## src/rtl/mcpu_exec_stage_if.sv

```systemverilog
// Bundle between the execute stage, its instruction source, the external ALU and the debug port.
// The slave side is the stage. The master side is the upstream decoder plus the ALU.
interface mcpu_exec_stage_if #(
  parameter int unsigned WordSize = 16,
  parameter int unsigned CmdSize  = 3,
  parameter int unsigned RegAddr  = 3
) ();

  logic                instr_valid;
  logic                instr_ready;
  logic [CmdSize-1:0]  instr_cmd;
  logic [RegAddr-1:0]  instr_rd;
  logic [RegAddr-1:0]  instr_rs1;
  logic [RegAddr-1:0]  instr_rs2;
  logic                instr_imm_en;
  logic [WordSize-1:0] instr_imm;

  logic [CmdSize-1:0]  alu_cmd;
  logic [WordSize-1:0] alu_in1;
  logic [WordSize-1:0] alu_in2;
  logic [WordSize-1:0] alu_out;
  logic                alu_cf;

  logic                wb_valid;
  logic [RegAddr-1:0]  wb_rd;
  logic                carry;

  logic [RegAddr-1:0]  dbg_addr;
  logic [WordSize-1:0] dbg_data;

  modport master (
    output instr_valid, instr_cmd, instr_rd, instr_rs1, instr_rs2, instr_imm_en, instr_imm,
    output alu_out, alu_cf, dbg_addr,
    input  instr_ready, alu_cmd, alu_in1, alu_in2, wb_valid, wb_rd, carry, dbg_data
  );

  modport slave (
    input  instr_valid, instr_cmd, instr_rd, instr_rs1, instr_rs2, instr_imm_en, instr_imm,
    input  alu_out, alu_cf, dbg_addr,
    output instr_ready, alu_cmd, alu_in1, alu_in2, wb_valid, wb_rd, carry, dbg_data
  );

endinterface

```

## src/rtl/mcpu_exec_stage.sv

```systemverilog
// Execute/writeback sequencer around an external 16-bit ALU: reads operands from an 8-entry
// register file, drives the ALU for two cycles, then writes the result back and keeps carry.
module mcpu_exec_stage #(
  parameter int unsigned WordSize = 16,
  parameter int unsigned CmdSize  = 3,
  parameter int unsigned RegAddr  = 3
) (
  input logic              clk_i,
  input logic              reset_i,
  mcpu_exec_stage_if.slave bus_io
);

  localparam int unsigned NRegs = 2 ** RegAddr;

  typedef enum logic [1:0] {StIdle, StExec, StWait, StWb} state_e;

  state_e              state_q, state_d;
  logic [WordSize-1:0] rf_q [NRegs];
  logic [WordSize-1:0] rf_d [NRegs];
  logic [CmdSize-1:0]  cmd_q, cmd_d;
  logic [RegAddr-1:0]  rd_q, rd_d;
  logic [WordSize-1:0] in1_q, in1_d;
  logic [WordSize-1:0] in2_q, in2_d;
  logic                carry_q, carry_d;

  logic                accept;
  logic                wb_fire;
  logic                carry_cmd;
  logic [WordSize-1:0] rs1_val;
  logic [WordSize-1:0] rs2_val;

  // r0 is hardwired to zero on every read path.
  function automatic logic [WordSize-1:0] read_reg(input logic [RegAddr-1:0] addr,
                                                   input logic [WordSize-1:0] val);
    return (addr == '0) ? '0 : val;
  endfunction

  assign accept    = (state_q == StIdle) && bus_io.instr_valid;
  assign wb_fire   = (state_q == StWb);
  assign carry_cmd = (cmd_q == CmdSize'(3)) || (cmd_q == CmdSize'(6)) ||
                     (cmd_q == CmdSize'(7));
  assign rs1_val   = read_reg(bus_io.instr_rs1, rf_q[bus_io.instr_rs1]);
  assign rs2_val   = read_reg(bus_io.instr_rs2, rf_q[bus_io.instr_rs2]);

  // ---------------------------------------------------------------------------
  // FSM: state register
  // ---------------------------------------------------------------------------
  always_ff @(posedge clk_i or posedge reset_i) begin
    if (reset_i) begin
      state_q <= StIdle;
    end else begin
      state_q <= state_d;
    end
  end

  // ---------------------------------------------------------------------------
  // FSM: next state
  // ---------------------------------------------------------------------------
  always_comb begin
    state_d = state_q;
    unique case (state_q)
      StIdle: if (accept) state_d = StExec;
      StExec: state_d = StWait;
      StWait: state_d = StWb;
      StWb:   state_d = StIdle;
      default: state_d = StIdle;
    endcase
  end

  // ---------------------------------------------------------------------------
  // FSM: outputs
  // ---------------------------------------------------------------------------
  always_comb begin
    bus_io.instr_ready = 1'b0;
    bus_io.wb_valid    = 1'b0;
    unique case (state_q)
      StIdle: bus_io.instr_ready = 1'b1;
      StWb:   bus_io.wb_valid    = 1'b1;
      default: ;
    endcase
  end

  // ---------------------------------------------------------------------------
  // Operand capture and writeback next-state
  // ---------------------------------------------------------------------------
  always_comb begin
    cmd_d   = cmd_q;
    rd_d    = rd_q;
    in1_d   = in1_q;
    in2_d   = in2_q;
    carry_d = carry_q;
    rf_d    = rf_q;

    if (accept) begin
      cmd_d = bus_io.instr_cmd;
      rd_d  = bus_io.instr_rd;
      in1_d = rs1_val;
      in2_d = bus_io.instr_imm_en ? bus_io.instr_imm : rs2_val;
    end

    if (wb_fire) begin
      if (rd_q != '0) begin
        rf_d[rd_q] = bus_io.alu_out;
      end
      if (carry_cmd) begin
        carry_d = bus_io.alu_cf;
      end
    end
  end

  always_ff @(posedge clk_i or posedge reset_i) begin
    if (reset_i) begin
      cmd_q   <= '0;
      rd_q    <= '0;
      in1_q   <= '0;
      in2_q   <= '0;
      carry_q <= 1'b0;
      for (int i = 0; i < NRegs; i++) begin
        rf_q[i] <= '0;
      end
    end else begin
      cmd_q   <= cmd_d;
      rd_q    <= rd_d;
      in1_q   <= in1_d;
      in2_q   <= in2_d;
      carry_q <= carry_d;
      rf_q    <= rf_d;
    end
  end

  assign bus_io.alu_cmd  = cmd_q;
  assign bus_io.alu_in1  = in1_q;
  assign bus_io.alu_in2  = in2_q;
  assign bus_io.wb_rd    = rd_q;
  assign bus_io.carry    = carry_q;
  assign bus_io.dbg_data = read_reg(bus_io.dbg_addr, rf_q[bus_io.dbg_addr]);

endmodule
```

## src/flat_wrapper.sv

```systemverilog
// flat-port wrapper written by rule: the top's interface ports become plain ports
module mcpu_exec_stage_flat 
#(
  parameter int unsigned WordSize = 16,
  parameter int unsigned CmdSize  = 3,
  parameter int unsigned RegAddr  = 3
)
  (clk_i, reset_i, bus_io_instr_valid, bus_io_instr_cmd, bus_io_instr_rd, bus_io_instr_rs1, bus_io_instr_rs2, bus_io_instr_imm_en, bus_io_instr_imm, bus_io_alu_out, bus_io_alu_cf, bus_io_dbg_addr, bus_io_instr_ready, bus_io_alu_cmd, bus_io_alu_in1, bus_io_alu_in2, bus_io_wb_valid, bus_io_wb_rd, bus_io_carry, bus_io_dbg_data);
  mcpu_exec_stage_if #(.WordSize(WordSize), .CmdSize(CmdSize), .RegAddr(RegAddr)) bus_io_i ();
  input logic clk_i;
  input logic reset_i;
  input wire logic [$bits(bus_io_i.instr_valid)-1:0] bus_io_instr_valid;
  input wire logic [$bits(bus_io_i.instr_cmd)-1:0] bus_io_instr_cmd;
  input wire logic [$bits(bus_io_i.instr_rd)-1:0] bus_io_instr_rd;
  input wire logic [$bits(bus_io_i.instr_rs1)-1:0] bus_io_instr_rs1;
  input wire logic [$bits(bus_io_i.instr_rs2)-1:0] bus_io_instr_rs2;
  input wire logic [$bits(bus_io_i.instr_imm_en)-1:0] bus_io_instr_imm_en;
  input wire logic [$bits(bus_io_i.instr_imm)-1:0] bus_io_instr_imm;
  input wire logic [$bits(bus_io_i.alu_out)-1:0] bus_io_alu_out;
  input wire logic [$bits(bus_io_i.alu_cf)-1:0] bus_io_alu_cf;
  input wire logic [$bits(bus_io_i.dbg_addr)-1:0] bus_io_dbg_addr;
  output wire logic [$bits(bus_io_i.instr_ready)-1:0] bus_io_instr_ready;
  output wire logic [$bits(bus_io_i.alu_cmd)-1:0] bus_io_alu_cmd;
  output wire logic [$bits(bus_io_i.alu_in1)-1:0] bus_io_alu_in1;
  output wire logic [$bits(bus_io_i.alu_in2)-1:0] bus_io_alu_in2;
  output wire logic [$bits(bus_io_i.wb_valid)-1:0] bus_io_wb_valid;
  output wire logic [$bits(bus_io_i.wb_rd)-1:0] bus_io_wb_rd;
  output wire logic [$bits(bus_io_i.carry)-1:0] bus_io_carry;
  output wire logic [$bits(bus_io_i.dbg_data)-1:0] bus_io_dbg_data;
  assign bus_io_i.instr_valid = bus_io_instr_valid;
  assign bus_io_i.instr_cmd = bus_io_instr_cmd;
  assign bus_io_i.instr_rd = bus_io_instr_rd;
  assign bus_io_i.instr_rs1 = bus_io_instr_rs1;
  assign bus_io_i.instr_rs2 = bus_io_instr_rs2;
  assign bus_io_i.instr_imm_en = bus_io_instr_imm_en;
  assign bus_io_i.instr_imm = bus_io_instr_imm;
  assign bus_io_i.alu_out = bus_io_alu_out;
  assign bus_io_i.alu_cf = bus_io_alu_cf;
  assign bus_io_i.dbg_addr = bus_io_dbg_addr;
  assign bus_io_instr_ready = bus_io_i.instr_ready;
  assign bus_io_alu_cmd = bus_io_i.alu_cmd;
  assign bus_io_alu_in1 = bus_io_i.alu_in1;
  assign bus_io_alu_in2 = bus_io_i.alu_in2;
  assign bus_io_wb_valid = bus_io_i.wb_valid;
  assign bus_io_wb_rd = bus_io_i.wb_rd;
  assign bus_io_carry = bus_io_i.carry;
  assign bus_io_dbg_data = bus_io_i.dbg_data;
  mcpu_exec_stage #(.WordSize(WordSize), .CmdSize(CmdSize), .RegAddr(RegAddr)) u_core (.clk_i(clk_i), .reset_i(reset_i), .bus_io(bus_io_i));
endmodule
```

## config.mk

```make
export PLATFORM = sky130hd
export DESIGN_NAME = mcpu_exec_stage_flat
export DESIGN_NICKNAME = d
export VERILOG_FILES = /design/src/rtl/mcpu_exec_stage_if.sv /design/src/rtl/mcpu_exec_stage.sv /design/src/flat_wrapper.sv
export SDC_FILE = /design/constraint.sdc
export NUM_CORES = 1
export LEC_CHECK = 0
export CORE_MARGIN = 2
export CORE_UTILIZATION = 41
export CTS_CLUSTER_SIZE = 25
export DETAILED_ROUTE_END_ITERATION = 8
export PLACE_DENSITY = 0.71
export SLEW_MARGIN = 40
export SYNTH_ARGS = -nofsm -noshare
export SYNTH_HDL_FRONTEND = slang
export SYNTH_SLANG_ARGS = --single-unit
```

## constraint.sdc

```tcl
create_clock -name clk_i -period 8.6 [get_ports clk_i]
set_clock_uncertainty 0.15 [all_clocks]
set_input_delay 1.72 -clock clk_i [delete_from_list [all_inputs] [get_ports clk_i]]
set_output_delay 1.72 -clock clk_i [all_outputs]
set_load 0.05 [all_outputs]
```

After elaboration in Yosys (flattened, before gate mapping) --
Index checks and enable logic that the tools add are counted.
Word-level totals: flip-flop bits (word level) 169, output and inout port bits 57
Cells by class: bitwise gates (word level) 4, order comparisons 5, equal/unequal tests 7, mux-type cells 20, reductions and logical operators 11
Operators by type and width (count):
- $mux W16 | 11
- $bmux W16 S3 | 3
- $bwmux W128 | 1
- $demux W16 S3 | 1
- $ge A4 B4 Y1 const B | 4
- $not A3 Y4 | 4
- $logic_not A3 Y1 | 3
- $pmux W2 S4 | 1
- $eq A3 B3 Y1 const B | 2
- $eq A2 B2 Y1 const B | 2
- $lt A4 B1 Y1 const B | 1
- $reduce_and A2 Y1 | 2
- $eq A3 B2 Y1 const B | 1
- $reduce_bool A3 Y1 | 1
- $eq A2 B1 Y1 const B | 1
- $logic_and A1 B1 Y1 | 2
- $logic_not A2 Y1 | 1
- $logic_or A1 B1 Y1 | 2
- $mux W1 | 2
- $mux W2 | 1
- $ne A2 B1 Y1 const B | 1

Depth between registers and ports, before layout --
depth in word-level cells 6, mapped depth 8

Worst setup path after synthesis --
OpenSTA, ideal clock, no wires.
path kind in2out, from input port bus_io_dbg_addr[0], to output port bus_io_dbg_data[10], path slack 3.464 ns, cell stages on the path 6, arrival 3.266 ns, path through buf_2 > nor2b_1 > clkbuf_1 > buf_2 > a221oi_1 > a21oi_1
On the way: cells in the longest elaborated chain, start to end 5, elaborated cells between the ends (all ways) 6, those cells by class mux: 4; bitwise: 1; reduce/logical: 1
RTL lines:
- start: declaration | RTL line flat_wrapper.sv:21 | input wire logic [$bits(bus_io_i.dbg_addr)-1:0] bus_io_dbg_addr;
- $not A3 Y4 (not written as such) | RTL line mcpu_exec_stage.sv:136 | assign bus_io.dbg_data = read_reg(bus_io.dbg_addr, rf_q[bus_io.dbg_addr]);
- $bmux W16 S3 | RTL line mcpu_exec_stage.sv:136
- $mux W16 (not written as such) (2 in a row) | RTL line mcpu_exec_stage.sv:136
- $mux W16 (*) | RTL line mcpu_exec_stage.sv:35 | return (addr == '0) ? '0 : val;
- end: declaration | RTL line flat_wrapper.sv:29 | output wire logic [$bits(bus_io_i.dbg_data)-1:0] bus_io_dbg_data;
Mark *: on every way between the ends. The rest lies on a longest branch, timed or not. The select of a mux whose other input is x is not followed.

Final worst setup path --
from input port bus_io_dbg_addr[1], to output port bus_io_dbg_data[8]
The elaborated chain is that of the path after synthesis.

==> impl_metrics.py <==
metrics = {
    "clock_tree": {
        "cts_tree": "done",
        "clk_pin_slew_worst_paths_ps": 60,
        "cts_buffers": 17,
        "cts-root-buf": "clkbuf_16",
        "post_cts_resize_count": 0,
        "cts_sinks": 153,
        "post_cts_buffers": 0,
        "worstSkewPairLatency_ps": 430,
        "clockBufferDepth": 2,
        "cts_hold_buf": 0,
        "htreeDepth": 4,
    },
    "sta": {
        "worst_pin_slew_ps": 826,
        "setup_violations": 0,
        "slew_violations": 0,
        "timing.final.crit_share": 0.764,
        "rsz0062_at_grt": "no",
        "hold_viol_final": 0,
        "fin_crit_ps": 6570,
        "finalSetupTns_ps": 0,
        "slew_headroom": 0.449,
        "max_freq_mhz": 152,
    },
    "logic_synthesis": {
        "synth_top_family_by_area": "multiplexers",
        "syn_nets": 775,
        "ys.flop_type": "dfrtp_1",
        "yosysTopAreaCell": "dfrtp_1",
        "synth_compound_area_frac": 0.116,
        "yosys.area_share.simple": 0.0612,
        "synth_xor_area_frac": 0,
        "synth.avg_cell_area_um2": 12.2,
        "synth_top_cell_area_share": 0.435,
        "synthCells": 720,
        "synth_cell_type_count": 43,
        "syn_area_mm2": 0.00881,
        "ys_seq_elements": 153,
        "synth_fa_ha_area_frac": 0.00426,
        "synth_warnings": 0,
        "synth-seq-area-share": 0.435,
        "synthMuxAreaShare": 0.328,
        "synth_edf_count": 0,
        "async_flop_share": 1.00,
        "synth_area_leaders": "dfrtp_1 (43%), mux2_2 (13%), mux2i_1 (7.3%), mux4_2 (5.4%), mux2_1 (3.6%)",
    },
    "setup_path": {
        "crit_path_end_kind": "output port",
        "critPathMaxFanout": 33,
        "required_ps": 6730,
        "cp-endpoint": "bus_io_dbg_data[8]",
        "r2r-end": "u_core.bus_io.alu_in2[1]",
        "critPathLaunch": "bus_io_dbg_addr[1]",
        "startpoint_type": "input port",
        "r2r_cells": 6,
        "path_class": "input port to output port",
        "r2r_start": "u_core.state_q[0]",
        "cp.arrival_ps": 4700,
        "r2r_setup_slack_ps": 5700,
    },
    "grt": {
        "gr-total-overflow": 0,
        "grt_max_degree": 90,
        "grt_pass1_wl_mm": 38.3,
        "antenna_found_initial": 0,
        "grtUsageTotal": 0.225,
        "grt_pass1_vias": 6394,
    },
    "final_layout": {
        "diodes": 0,
        "final_common_cell": "dfrtp_1",
        "areaGrowthSynthToFinish_pct": 20.1,
        "multi_input_area_mm2": 0.00451,
        "drive_gt1_frac": 0.264,
        "nets": 855,
        "layout_common_cells": "dfrtp_1 (153), clkdlybuf4s50_1 (105), mux2_2 (102), mux2i_1 (64), nand2_1 (55)",
        "seq_area_mm2": 0.00383,
        "fill_cells": 1821,
    },
    "die": {
        "coreArea_mm2": 0.0210,
        "initial_utilization": 0.419,
        "die_height_um": 151,
        "die_area_mm2": 0.0227,
        "die_x_um": 151,
        "rows": 53,
        "io_pins": 109,
    },
    "pwr": {
        "p_clk_frac": 0.201,
        "netSwitchingFraction": 0.398,
        "switching_power_w": 0.00157,
        "irDropWorstVdd_v": 0.000164,
        "total_power_w": 0.00395,
        "sequentialPowerShare": 0.365,
        "p_int_w": 0.00238,
        "p_leak_nw": 4.50,
        "powerDensity_mw_per_mm2": 373,
        "power_frac_comb": 0.434,
    },
    "run": {
        "drv_cap": 0,
    },
    "drt": {
        "vias_per_cell": 5.95,
        "vias": 6456,
        "dr.pass1.iters": 5,
        "wl_per_cell_um": 22.6,
        "antenna_left": 0,
        "drc": 0,
        "drt_wl_total_mm": 24.6,
        "first_iter_violations": 575,
    },
    "min_path": {
        "hp-class": "register to register",
    },
    "place": {
        "dp_hpwl_mm": 15.5,
        "port_buffers": 108,
        "gp_congestion": 0.847,
    },
    "status": {
        "status": "finished, final reports clean",
    },
}
[power by group through the flow]
stage / sequential, W / combinational (W) / clock [W]
global placement: 0.00141 / 0.00168 / 0
finish: 0.00144 / 0.00172 / 0.000794
floorplan: 0.00159 / 0.00104 / 0
global route: 0.00148 / 0.00183 / 0.000837
CTS: 0.00142 / 0.00172 / 0.000801
detailed placement: 0.00143 / 0.00171 / 0
[worst min path at each step]
stage | startpoint | endpoint | slack [ps] | depth (start not counted)
final | u_core.bus_io.alu_in1[1] | u_core.bus_io.alu_in1[1] | 330 | 2
after CTS | u_core.bus_io.alu_in1[14] | u_core.bus_io.alu_in1[14] | 340 | 2
after global placement | u_core.bus_io.alu_in1[0] | u_core.bus_io.alu_in1[0] | 320 | 2
after detailed placement | u_core.bus_io.alu_in1[14] | u_core.bus_io.alu_in1[14] | 330 | 2
after floorplan | u_core.rf_q[49] | u_core.rf_q[49] | 350 | 1
after global routing | u_core.bus_io.alu_in1[8] | u_core.bus_io.alu_in1[8] | 360 | 2
[Yosys cell counts (3+ instances only)]
master and n:
o22ai_1 26, buf_2 21, nand4b_4 3, mux2_4 21
nand3_1 13, mux2_2 102, dfrtp_1 153, mux2i_1 64
a221oi_2 8, a211oi_1 9, o21ai_0 20, o311ai_1 4
nor2b_1 3, nand2b_1 4, a21oi_1 25, inv_1 21
o21ai_1 17, buf_4 12, mux4_2 21, clkbuf_1 15
ha_1 3, a221oi_1 27, nor2_1 11, nand2_1 56
buf_6 14, mux2_1 28
[per-stage QoR]
step / area (µm²) / std cells / hold slack [ps] / utilization / setup slack, ps
6_report: 10600 / 1085 / 333 / 0.503 / 2030
5_1_grt: 10600 / 1085 / 360 / 0.503 / 1890
4_1_cts: 10600 / 1085 / 340 / 0.503 / 2020
3_5_place_dp: 9960 / 1056 / 326 / 0.474 / 2050
3_3_place_gp: 9900 / 1052 / 318 / 0.471 / 2080
2_1_floorplan: 8810 / 720 / 347 / - / 2610
[kinds of logic after synthesis]
group	after synthesis
multiplexers	236
AO/OA/AOI/OAI	145
flip-flops	153
adder cells (fa/ha/maj)	3
buffers and inverters	83
AND/OR/NAND/NOR	100
[per-layer routing]
metal | part of all wire | up-vias | global-route usage
met4 | 0.025 | 0 | 0.0858
met1 | 0.44 | 3310 | 0.309
met5 | 0 | - | 0
met3 | 0.066 | 37 | 0.0427
li1 | - | 2862 | -
met2 | 0.47 | 247 | 0.352
[critical path, stage by stage]
cell and delay [ps]:
clkdlybuf4s50_1 460, buf_4 430, nor2b_1 600, buf_4 340, a221oi_1 110, a21oi_1 150
clkdlybuf4s50_1 860
[area by class of cell]
| class | instances | share of cell area |
|---|---|---|
| inverters | 21 | 0.00816 |
| clock inverters | 9 | 0.0140 |
| repair buffers | 123 | 0.113 |
| well taps | 275 | 0.0325 |
| flip-flops and latches | 153 | 0.362 |
| clock buffers | 20 | 0.0441 |
| multi-input cells | 484 | 0.426 |
[registers in the layout, indices dropped and copies added (netlist names)]
signal and cells:
u_core.bus_io.alu_cmd 3, u_core.bus_io.alu_in1 16, u_core.bus_io.alu_in2 16, u_core.bus_io.carry 1, u_core.bus_io.wb_rd 3, u_core.rf_q 112, u_core.state_q 2
(Power assumes the default switching activity.)
